### src/rtl/muldiv_unit.sv
// muldiv_unit
// Iterative multiply/divide unit that owns the architectural HI/LO pair.
// A start pulse accepted in IDLE latches the operands. The unit then spends
// WIDTH cycles in CALC doing one shift-add or shift-subtract step per cycle
// on unsigned magnitudes. A single FIXUP cycle applies the sign correction,
// writes HI/LO and pulses done. MTHI/MTLO writes are taken only in IDLE.
//
// Ports
//   clock    : rising-edge clock
//   reset    : asynchronous, active-low reset
//   start    : issue pulse, sampled only in IDLE
//   op       : 00 MULT, 01 MULTU, 10 DIV, 11 DIVU
//   rs_data  : operand A (multiplicand/dividend, MTHI/MTLO source)
//   rt_data  : operand B (multiplier/divisor)
//   mthi     : write rs_data into HI (IDLE only)
//   mtlo     : write rs_data into LO (IDLE only)
//   busy     : operation in progress (CALC or FIXUP)
//   done     : one-cycle pulse when HI/LO hold a fresh result
//   hi, lo   : HI/LO architectural registers
module muldiv_unit #(
  parameter int WIDTH = 32
) (
  input  logic             clock,
  input  logic             reset,
  input  logic             start,
  input  logic [1:0]       op,
  input  logic [WIDTH-1:0] rs_data,
  input  logic [WIDTH-1:0] rt_data,
  input  logic             mthi,
  input  logic             mtlo,
  output logic             busy,
  output logic             done,
  output logic [WIDTH-1:0] hi,
  output logic [WIDTH-1:0] lo
);

  localparam int CW = $clog2(WIDTH);

  typedef enum logic [1:0] {
    IDLE  = 2'd0,
    CALC  = 2'd1,
    FIXUP = 2'd2
  } state_t;

  state_t               state_q, state_d;
  logic [CW-1:0]        count_q;
  logic [1:0]           op_q;
  logic                 signA_q;
  logic                 signB_q;
  logic [WIDTH-1:0]     bMag_q;
  logic [WIDTH-1:0]     rsLatch_q;
  logic [2*WIDTH-1:0]   acc_q;
  logic [WIDTH-1:0]     hi_q;
  logic [WIDTH-1:0]     lo_q;
  logic                 done_q;

  logic                 aNegIn;
  logic                 bNegIn;
  logic [WIDTH-1:0]     aMagIn;
  logic [WIDTH-1:0]     bMagIn;

  logic [WIDTH:0]       mulSum;
  logic [2*WIDTH-1:0]   mulNext;
  logic [WIDTH:0]       divShift;
  logic [WIDTH+1:0]     divDiff;
  logic [2*WIDTH-1:0]   divNext;

  logic [2*WIDTH-1:0]   product;
  logic [WIDTH-1:0]     quoFix;
  logic [WIDTH-1:0]     remFix;
  logic [WIDTH-1:0]     resHi;
  logic [WIDTH-1:0]     resLo;

  // Operand conditioning at issue: signs are only meaningful for the signed
  // ops (op[0]==0). Negating 0x80000000 yields 0x80000000, which is the
  // correct unsigned magnitude, so no overflow special case is needed.
  always_comb begin
    aNegIn = ~op[0] & rs_data[WIDTH-1];
    bNegIn = ~op[0] & rt_data[WIDTH-1];
    aMagIn = aNegIn ? -rs_data : rs_data;
    bMagIn = bNegIn ? -rt_data : rt_data;
  end

  // One iteration step for each algorithm. Both share acc_q:
  //   multiply: acc = {partial high, remaining multiplier bits}; add bMag into
  //             the top half when the low bit is set, then shift right.
  //   divide:   acc = {remainder, dividend/quotient}; shift left one bit and
  //             subtract bMag when it fits (restoring division).
  // The extra top bit of divDiff is the borrow; with bMag=0 the subtract
  // always succeeds, which produces an all-ones quotient naturally.
  always_comb begin
    if (acc_q[0]) begin
      mulSum = {1'b0, acc_q[2*WIDTH-1:WIDTH]} + {1'b0, bMag_q};
    end else begin
      mulSum = {1'b0, acc_q[2*WIDTH-1:WIDTH]};
    end
    mulNext  = {mulSum, acc_q[WIDTH-1:1]};

    divShift = {acc_q[2*WIDTH-1:WIDTH], acc_q[WIDTH-1]};
    divDiff  = {1'b0, divShift} - {2'b00, bMag_q};
    if (!divDiff[WIDTH+1]) begin
      divNext = {divDiff[WIDTH-1:0], acc_q[WIDTH-2:0], 1'b1};
    end else begin
      divNext = {divShift[WIDTH-1:0], acc_q[WIDTH-2:0], 1'b0};
    end
  end

  // Sign correction applied in FIXUP. Signs were forced to zero for the
  // unsigned ops at issue, so the same expressions serve MULTU/DIVU.
  // Divide by zero bypasses the correction: LO is all ones and HI returns
  // the dividend exactly as it was latched.
  always_comb begin
    product = (signA_q ^ signB_q) ? -acc_q : acc_q;
    quoFix  = (signA_q ^ signB_q) ? -acc_q[WIDTH-1:0] : acc_q[WIDTH-1:0];
    remFix  = signA_q ? -acc_q[2*WIDTH-1:WIDTH] : acc_q[2*WIDTH-1:WIDTH];
    if (!op_q[1]) begin
      resHi = product[2*WIDTH-1:WIDTH];
      resLo = product[WIDTH-1:0];
    end else if (bMag_q == '0) begin
      resHi = rsLatch_q;
      resLo = '1;
    end else begin
      resHi = remFix;
      resLo = quoFix;
    end
  end

  // State register.
  always_ff @(posedge clock or negedge reset) begin
    if (!reset) begin
      state_q <= IDLE;
    end else begin
      state_q <= state_d;
    end
  end

  // Next-state logic: CALC runs exactly WIDTH steps, FIXUP is one cycle.
  always_comb begin
    state_d = state_q;
    case (state_q)
      IDLE:    if (start) state_d = CALC;
      CALC:    if (count_q == CW'(WIDTH - 1)) state_d = FIXUP;
      FIXUP:   state_d = IDLE;
      default: state_d = IDLE;
    endcase
  end

  // Outputs: busy is decoded from state; done, hi and lo are registered.
  always_comb begin
    busy = (state_q != IDLE);
    done = done_q;
    hi   = hi_q;
    lo   = lo_q;
  end

  // Datapath registers. start wins over mthi/mtlo in IDLE, and everything
  // except the CALC/FIXUP sequence is ignored while busy.
  always_ff @(posedge clock or negedge reset) begin
    if (!reset) begin
      count_q   <= '0;
      op_q      <= '0;
      signA_q   <= 1'b0;
      signB_q   <= 1'b0;
      bMag_q    <= '0;
      rsLatch_q <= '0;
      acc_q     <= '0;
      hi_q      <= '0;
      lo_q      <= '0;
      done_q    <= 1'b0;
    end else begin
      done_q <= 1'b0;
      case (state_q)
        IDLE: begin
          if (start) begin
            op_q      <= op;
            signA_q   <= aNegIn;
            signB_q   <= bNegIn;
            bMag_q    <= bMagIn;
            rsLatch_q <= rs_data;
            acc_q     <= {{WIDTH{1'b0}}, aMagIn};
            count_q   <= '0;
          end else begin
            if (mthi) hi_q <= rs_data;
            if (mtlo) lo_q <= rs_data;
          end
        end
        CALC: begin
          acc_q   <= op_q[1] ? divNext : mulNext;
          count_q <= count_q + CW'(1);
        end
        FIXUP: begin
          hi_q   <= resHi;
          lo_q   <= resLo;
          done_q <= 1'b1;
        end
        default: begin
          done_q <= 1'b0;
        end
      endcase
    end
  end

endmodule

### config.mk
export PLATFORM = sky130hd
export DESIGN_NAME = muldiv_unit
export DESIGN_NICKNAME = d
export VERILOG_FILES = /design/src/rtl/muldiv_unit.sv
export SDC_FILE = /design/constraint.sdc
export NUM_CORES = 1
export LEC_CHECK = 0
export CORE_MARGIN = 2
export CORE_UTILIZATION = 45
export CTS_CLUSTER_SIZE = 30
export DETAILED_ROUTE_END_ITERATION = 16
export GPL_TIMING_DRIVEN = 0
export PLACE_DENSITY = 0.63
export SETUP_SLACK_MARGIN = 0.3
export SYNTH_ARGS = -nofsm -noshare
export SYNTH_HDL_FRONTEND = slang
export SYNTH_SLANG_ARGS = --single-unit
export TNS_END_PERCENT = 20
### constraint.sdc
create_clock -name clock -period 7.3 [get_ports clock]
set_input_delay 1.46 -clock clock [delete_from_list [all_inputs] [get_ports clock]]
set_output_delay 1.46 -clock clock [all_outputs]
set_load 0.1 [all_outputs]
==> flow_summary_export.csv, run 1 <==
group,metric,value,unit
outcome,status,"completed",
placed_design,dpl.hpwl,50.4,mm
setup_path,required,7720,ps
setup_path,crit_end,"hi[22]$_DFFE_PN0P_",
placed_design,place_congestion,0.981,
placed_design,placed_cells,2782,
global_routing,grt_antenna_before_repair,0,
global_routing,grt_overflow,0,
logic_synthesis,yosysSeqAreaShare,30.4,%
routing,via_count,17700,
timing,finalHoldViolCount,0,
die,dieArea,38600,µm²
die,io_pins,137,
global_routing,grt_pass1_wl,101,mm
routing,dr_wl_met2,27.0,mm
timing,rsz0062_at_grt,"no",
logic_synthesis,yosys_most_used_dff,"dfrtp_1",
routing,detail_route.wl_per_cell,23.3,µm
clocking,clkTransAtPathRegs,60,ps
logic_synthesis,async_reset_ff_share,100,%
clocking,postCtsResizedCells,0,
logic_synthesis,ys_seq_elements,203,
logic_synthesis,synth-compound-area-share,26.0,%
timing,worst_pin_slew,1440,ps
clocking,clock_sinks,203,
setup_path,critPathLaunch,"acc_q[0]$_DFFE_PN0P_",
routing,post-route-drc-count,0,
global_routing,grt_max_degree,118,
logic_synthesis,synth_edf_count,0,
timing,clock-skew-final,26.9,ps
routing,drt_iter0_markers,2271,
setup_path,crit_fanout,10,
routing,drtPass1Iterations,8,
clocking,hold_buffers,0,
setup_path,rr_startpoint,"acc_q[0]$_DFFE_PN0P_",
routing,via_per_inst,6.25,
flow_run,maxCapViolations,0,
setup_path,r2r_end,"hi[22]$_DFFE_PN0P_",
setup_path,critPathLaunchType,"flop",
clocking,clock_path_buffers,3,
global_routing,grt.total_usage,34.0,%
logic_synthesis,synth_adder_area_share,5.49,%
placed_design,io_buffer_count,128,
logic_synthesis,yosys_warnings,0,
logic_synthesis,syn_inst,2185,
die,die_w,197,µm
setup_path,arrival,5710,ps
global_routing,grt_pass1_vias,16900,
placed_design,placed_area,18600,µm²
clocking,clkLatencyLatePin,570,ps
cells_and_area,drive_above_1_share,3.73,%
die,core_region_area,36600,µm²
logic_synthesis,synth_xor_area_share,9.81,%
timing,setup_viol,0,
clocking,cts_tree,"done",
timing,period_needed,5290,ps
cells_and_area,diodes,0,
timing,slew_headroom,3.58,%
cells_and_area,syn_to_final_growth,16.8,%
worst_hold_path,hold_class,"reg2reg",
cells_and_area,nets,2485,
logic_synthesis,yosysUniqueCellTypes,74,
setup_path,r2r_slack,2010,ps
clocking,clock_tree.root_cell,"clkbuf_16",
routing,wl_met3,6.32,mm
logic_synthesis,synth_fp_nets,2328,
cells_and_area,fin_cells,2827,
placed_design,place_ws,2210,ps
logic_synthesis,synth_top_family_by_area,"compound AO/OA/AOI/OAI gates",
cells_and_area,stdcell_area,19500,µm²
setup_path,crit_path_end_kind,"flop",
timing,timing.final.max_slew_violations,0,
cells_and_area,fill_cells,3574,
clocking,cts_max_level,1,
logic_synthesis,syn_area,16700,µm²
setup_path,path_class,"reg2reg",
die,start_util,45.6,%
logic_synthesis,synth_area_per_cell,7.64,µm²
timing,layout_setup_ws,2010,ps
logic_synthesis,synth_mux_area_share,3.28,%
routing,wl_met1,30.1,mm
logic_synthesis,synth-simple-area-share,19.6,%
routing,ant_nets,0,
timing,clock.fmax,0.189,GHz
routing,wirelength,66.0,mm
clocking,post-cts-setup-buffers,0,
clocking,cts_made_buffers,26,
die,die_h,197,µm
routing,topRoutingLayerUsed,"met4",
setup_path,worstRegToRegCells,12,
timing,period_share,72.5,%
die,rows,70,
-- stage by stage --
step	setup TNS [ps]	utilization [%]	hold slack, ps
finish	0	53.2	466
global route	0	53.2	495
CTS	0	53.2	473
detailed placement	0	50.8	459
global placement	-854510	50.7	457
floorplan	0	-	440
-- layer usage --
| layer | vias to the layer above | GRT usage [%] |
|---|---|---|
| met1 | 8553 | 50.0 |
| met5 | - | 0 |
| met3 | 125 | 6.88 |
| met2 | 863 | 49.3 |
| met4 | 0 | 11.9 |
| li1 | 8138 | - |
-- critical path: stages, from the launching register on --
cell      delay [ps]
dfrtp_1          360
clkbuf_1         330
clkinv_1         440
clkbuf_1         630
ha_1             280
or3b_2           510
or2_1            360
nor3_2           700
nand3_1          510
o41ai_1          550
xnor2_1          100
o21ai_0          260
a21oi_1          110
-- how the worst min path moves through the flow --
stage	endpoint	depth (start not counted)	startpoint	slack, ps
finish	rsLatch_q[6]$_DFFE_PN0P_	2	rsLatch_q[6]$_DFFE_PN0P_	470
floorplan	rsLatch_q[14]$_DFFE_PN0P_	2	rsLatch_q[14]$_DFFE_PN0P_	440
global placement	rsLatch_q[31]$_DFFE_PN0P_	2	rsLatch_q[31]$_DFFE_PN0P_	460
CTS	rsLatch_q[6]$_DFFE_PN0P_	2	rsLatch_q[6]$_DFFE_PN0P_	470
detailed placement	rsLatch_q[6]$_DFFE_PN0P_	2	rsLatch_q[6]$_DFFE_PN0P_	460
global route	rsLatch_q[21]$_DFFE_PN0P_	2	rsLatch_q[21]$_DFFE_PN0P_	500
-- final cells by class --
type | instances | area [µm²] | share of cell area, %
inverter | 68 | 255 | 1.31
sequential | 203 | 5080 | 26.1
tap | 468 | 586 | 3.00
timing repair buffer | 129 | 1310 | 6.74
clock buffer | 37 | 753 | 3.86
multi-input combinational | 1748 | 10700 | 54.9
clock inverter | 8 | 148 | 0.757
buffer | 166 | 649 | 3.33
-- synth_stat cells, types with 12 or more instances --
cell / instances / share of area (%)
nor2_1: 153 / 3.4
mux2i_1: 49 / 2.9
nand3_1: 37 / 1.1
nand2b_1: 12 / 0.45
dfrtp_1: 203 / 30
or4_1: 17 / 0.76
a21o_1: 20 / 0.90
xor2_1: 90 / 4.7
nor3_1: 31 / 0.93
o211ai_1: 34 / 1.5
o21ai_0: 236 / 7.1
nand2_1: 333 / 7.5
inv_1: 66 / 1.5
or3_1: 19 / 0.71
o21a_1: 18 / 0.81
buf_1: 17 / 0.38
o31ai_1: 23 / 1.0
nor2b_1: 19 / 0.71
a21oi_1: 178 / 5.3
ha_1: 70 / 5.2
xnor2_1: 97 / 5.1
a31oi_1: 38 / 1.4
nand4_1: 21 / 0.79
a211oi_1: 28 / 1.3
clkbuf_1: 140 / 3.1
nor4_1: 29 / 1.1
or2_2: 13 / 0.49
o41ai_1: 13 / 0.68
o22ai_1: 59 / 2.2
-- kinds of logic after synthesis --
| group | after synthesis |
|---|---|
| AOI/OAI and AO/OA | 715 |
| xor gates and xnor gates | 187 |
| adders and majority gates | 72 |
| buffers and inverters | 234 |
| DFF | 203 |
| muxes | 54 |
| and+or+nand+nor | 720 |
-- placed cells by master, fill, tap and decap left out, types with 17 or more instances in the layout --
cell type          n
o21a_1            18
nor2b_1           19
a21o_1            20
xor2_1            90
clkdlybuf4s50_1  127
nand3_1           37
o211ai_1          34
xnor2_1           97
o22ai_1           59
o21ai_0          236
a31oi_1           38
dfrtp_1          203
nor2_1           153
inv_1             66
nor4_1            29
a211oi_1          28
or4_1             17
or3_1             19
mux2i_1           49
clkbuf_1         146
a21oi_1          178
buf_1             17
clkbuf_16         27
nor3_1            31
nand2_1          333
nand4_1           21
ha_1              70
o31ai_1           23
-- registers in the layout (all words and copies together) (netlist names) --
register and count:
bMag_q 32, done 1, rsLatch_q 32, op_q 1, acc_q 64, state_q 2
signB_q 1, hi 32, signA_q 1, lo 32, count_q 5
Power of run 1 is not shown: default switching activity piles up to over one toggle a cycle in this logic, so the estimate is an artifact.
==> run 2: changes to the inputs <==
- PLACE_DENSITY: 0.63 -> 0.66
- clock period: 7.3 -> 4.3 ns (I/O delays scaled with it)
==> flow_summary_export.csv, run 2 (synthesis gave the netlist of run 1 again) <==
group,metric,value,unit
cells_and_area,final_common_cell,"nand2_1",
die,io_pins,137,
cells_and_area,regMostFlops,"acc_q",
clocking,clock_path_buffers,3,
timing,rsz0062_at_grt,"yes",
global_routing,grt_pass1_vias,16800,
cells_and_area,largest_register_ffs,64,
setup_path,critPathLaunchType,"flop",
timing,timing.final.max_slew_violations,0,
routing,detail_route.wl_per_cell,23.5,µm
outcome,status,"finished with violations",
routing,drtPass1Iterations,13,
global_routing,grt_max_degree,105,
timing,layout_setup_ws,301,ps
clocking,cts_max_level,1,
placed_design,place_congestion,0.984,
outcome,violations,"design-rule violations",
die,dieArea,38600,µm²
placed_design,io_buffer_count,128,
setup_path,crit_fanout,10,
clocking,clkTransAtPathRegs,60,ps
global_routing,grt_pass1_wl,101,mm
routing,ant_nets,0,
cells_and_area,diodes,0,
timing,fin_hold_ws,359,ps
setup_path,required,4780,ps
global_routing,grt_antenna_before_repair,0,
cells_and_area,nets,2491,
setup_path,path_class,"reg2reg",
clocking,clkLatencyLatePin,560,ps
routing,via_per_inst,6.31,
timing,clock.fmax,0.250,GHz
cells_and_area,regArea,5080,µm²
clocking,cts_made_buffers,26,
placed_design,place_ws,-873,ps
clocking,cts_tree,"done",
global_routing,grt_overflow,0,
die,start_util,45.6,%
die,die_h,197,µm
die,die_w,197,µm
routing,post-route-drc-count,1,
worst_hold_path,hold_class,"in2async",
placed_design,dpl.hpwl,50.4,mm
timing,setup_viol,0,
cells_and_area,syn_to_final_growth,17.1,%
routing,wirelength,66.5,mm
clocking,clock_tree.root_cell,"clkbuf_16",
die,core_region_area,36600,µm²
setup_path,critPathLaunch,"acc_q[24]$_DFFE_PN0P_",
cells_and_area,fill_cells,3592,
timing,period_share,93.0,%
setup_path,crit_path_end_kind,"flop",
cells_and_area,final_cell_mix,"333 x nand2_1, 234 x o21ai_0, 203 x dfrtp_1, 178 x a21oi_1, 153 x nor2_1",
flow_run,maxCapViolations,0,
clocking,hold_buffers,0,
timing,period_needed,4000,ps
clocking,clock_sinks,203,
setup_path,rr_startpoint,"acc_q[24]$_DFFE_PN0P_",
die,rows,70,
timing,slew_headroom,17.3,%
timing,clock-skew-final,23.0,ps
cells_and_area,multi_input_area,10800,µm²
global_routing,grt.total_usage,34.0,%
cells_and_area,drive_above_1_share,4.61,%
routing,via_count,17900,
routing,drt_iter0_markers,1975,
setup_path,arrival,4470,ps
timing,worst_pin_slew,1230,ps
timing,finalHoldViolCount,0,
==> run 2: changes by cell type in the layout (fill, tap and decap cells not counted), moves of 2 or more <==
cell | previous run | this run
bufinv_16 | 4 | 2
clkbuf_2 | 1 | 5
nand3_2 | 0 | 2
o41ai_1 | 13 | 11
clkinvlp_4 | 0 | 2
clkinv_2 | 2 | 7
buf_4 | 1 | 7
clkbuf_1 | 146 | 139
clkbuf_4 | 0 | 2
o21ai_1 | 1 | 3
o21ai_0 | 236 | 234
nand3_1 | 37 | 35
==> run 2: critical path, cell delays in order (launching register included) <==
cell	delay [ps]
dfrtp_1	360
clkbuf_1	200
nor4_1	970
and2_1	450
nand4_1	250
clkbuf_1	390
nor4_1	450
nor3_1	120
nand3b_1	210
o21ai_0	150
o21ai_0	160
a21oi_1	190
==> run 2: metrics by stage <==
stage          utilization (%)  std cells  area, µm²   TNS, ps
2_1_floorplan                -       2185      16700         0
3_3_place_gp              50.7       2781      18600  -1340090
3_5_place_dp              50.8       2782      18600     -5600
4_1_cts                   53.2       2830      19500         0
5_1_grt                   53.4       2833      19600         0
6_report                  53.4       2833      19600         0
==> run 2: cell type report <==
type	instances	share of cell area, %
plain buffers	166	3.38
clock buffers	34	3.74
clock inverters	11	0.563
inverters	68	1.32
multi-input cells	1748	55.1
flip-flops and latches	203	26.0
well taps	468	3.00
repair buffers	135	6.95
==> run 2: final timing paths <==
path                                                 end  slack (ps)  cells after the start
worst max-delay path                  hi[31]$_DFFE_PN0P_         300                     11
worst min-delay path               bMag_q[3]$_DFFE_PN0P_         360                      1
worst max register to register        hi[31]$_DFFE_PN0P_         300                     11
worst min register to register  rsLatch_q[6]$_DFFE_PN0P_         480                      2
max in group asynchronous          acc_q[30]$_DFFE_PN0P_        2870                      2
min in group clock              rsLatch_q[6]$_DFFE_PN0P_         480                      2
==> run 2: what timing repair did <==
| action | 4_1_cts | 5_1_grt |
|---|---|---|
| pin swaps | 2 | 0 |
| endpoints found under the setup margin | 43 | 36 |
| resized for setup | 5 | 18 |
| setup buffers | 3 | 3 |
==> run 2: layer usage <==
layer | up-vias | GRT usage, % | part of all wire (%)
li1 | 8144 | - | -
met1 | 8633 | 48.8 | 44
met2 | 946 | 49.0 | 41
met3 | 144 | 9.26 | 11
met4 | 2 | 11.3 | 3.6
met5 | - | 1.53 | 0.12
Power of run 2 is left out for the same reason.
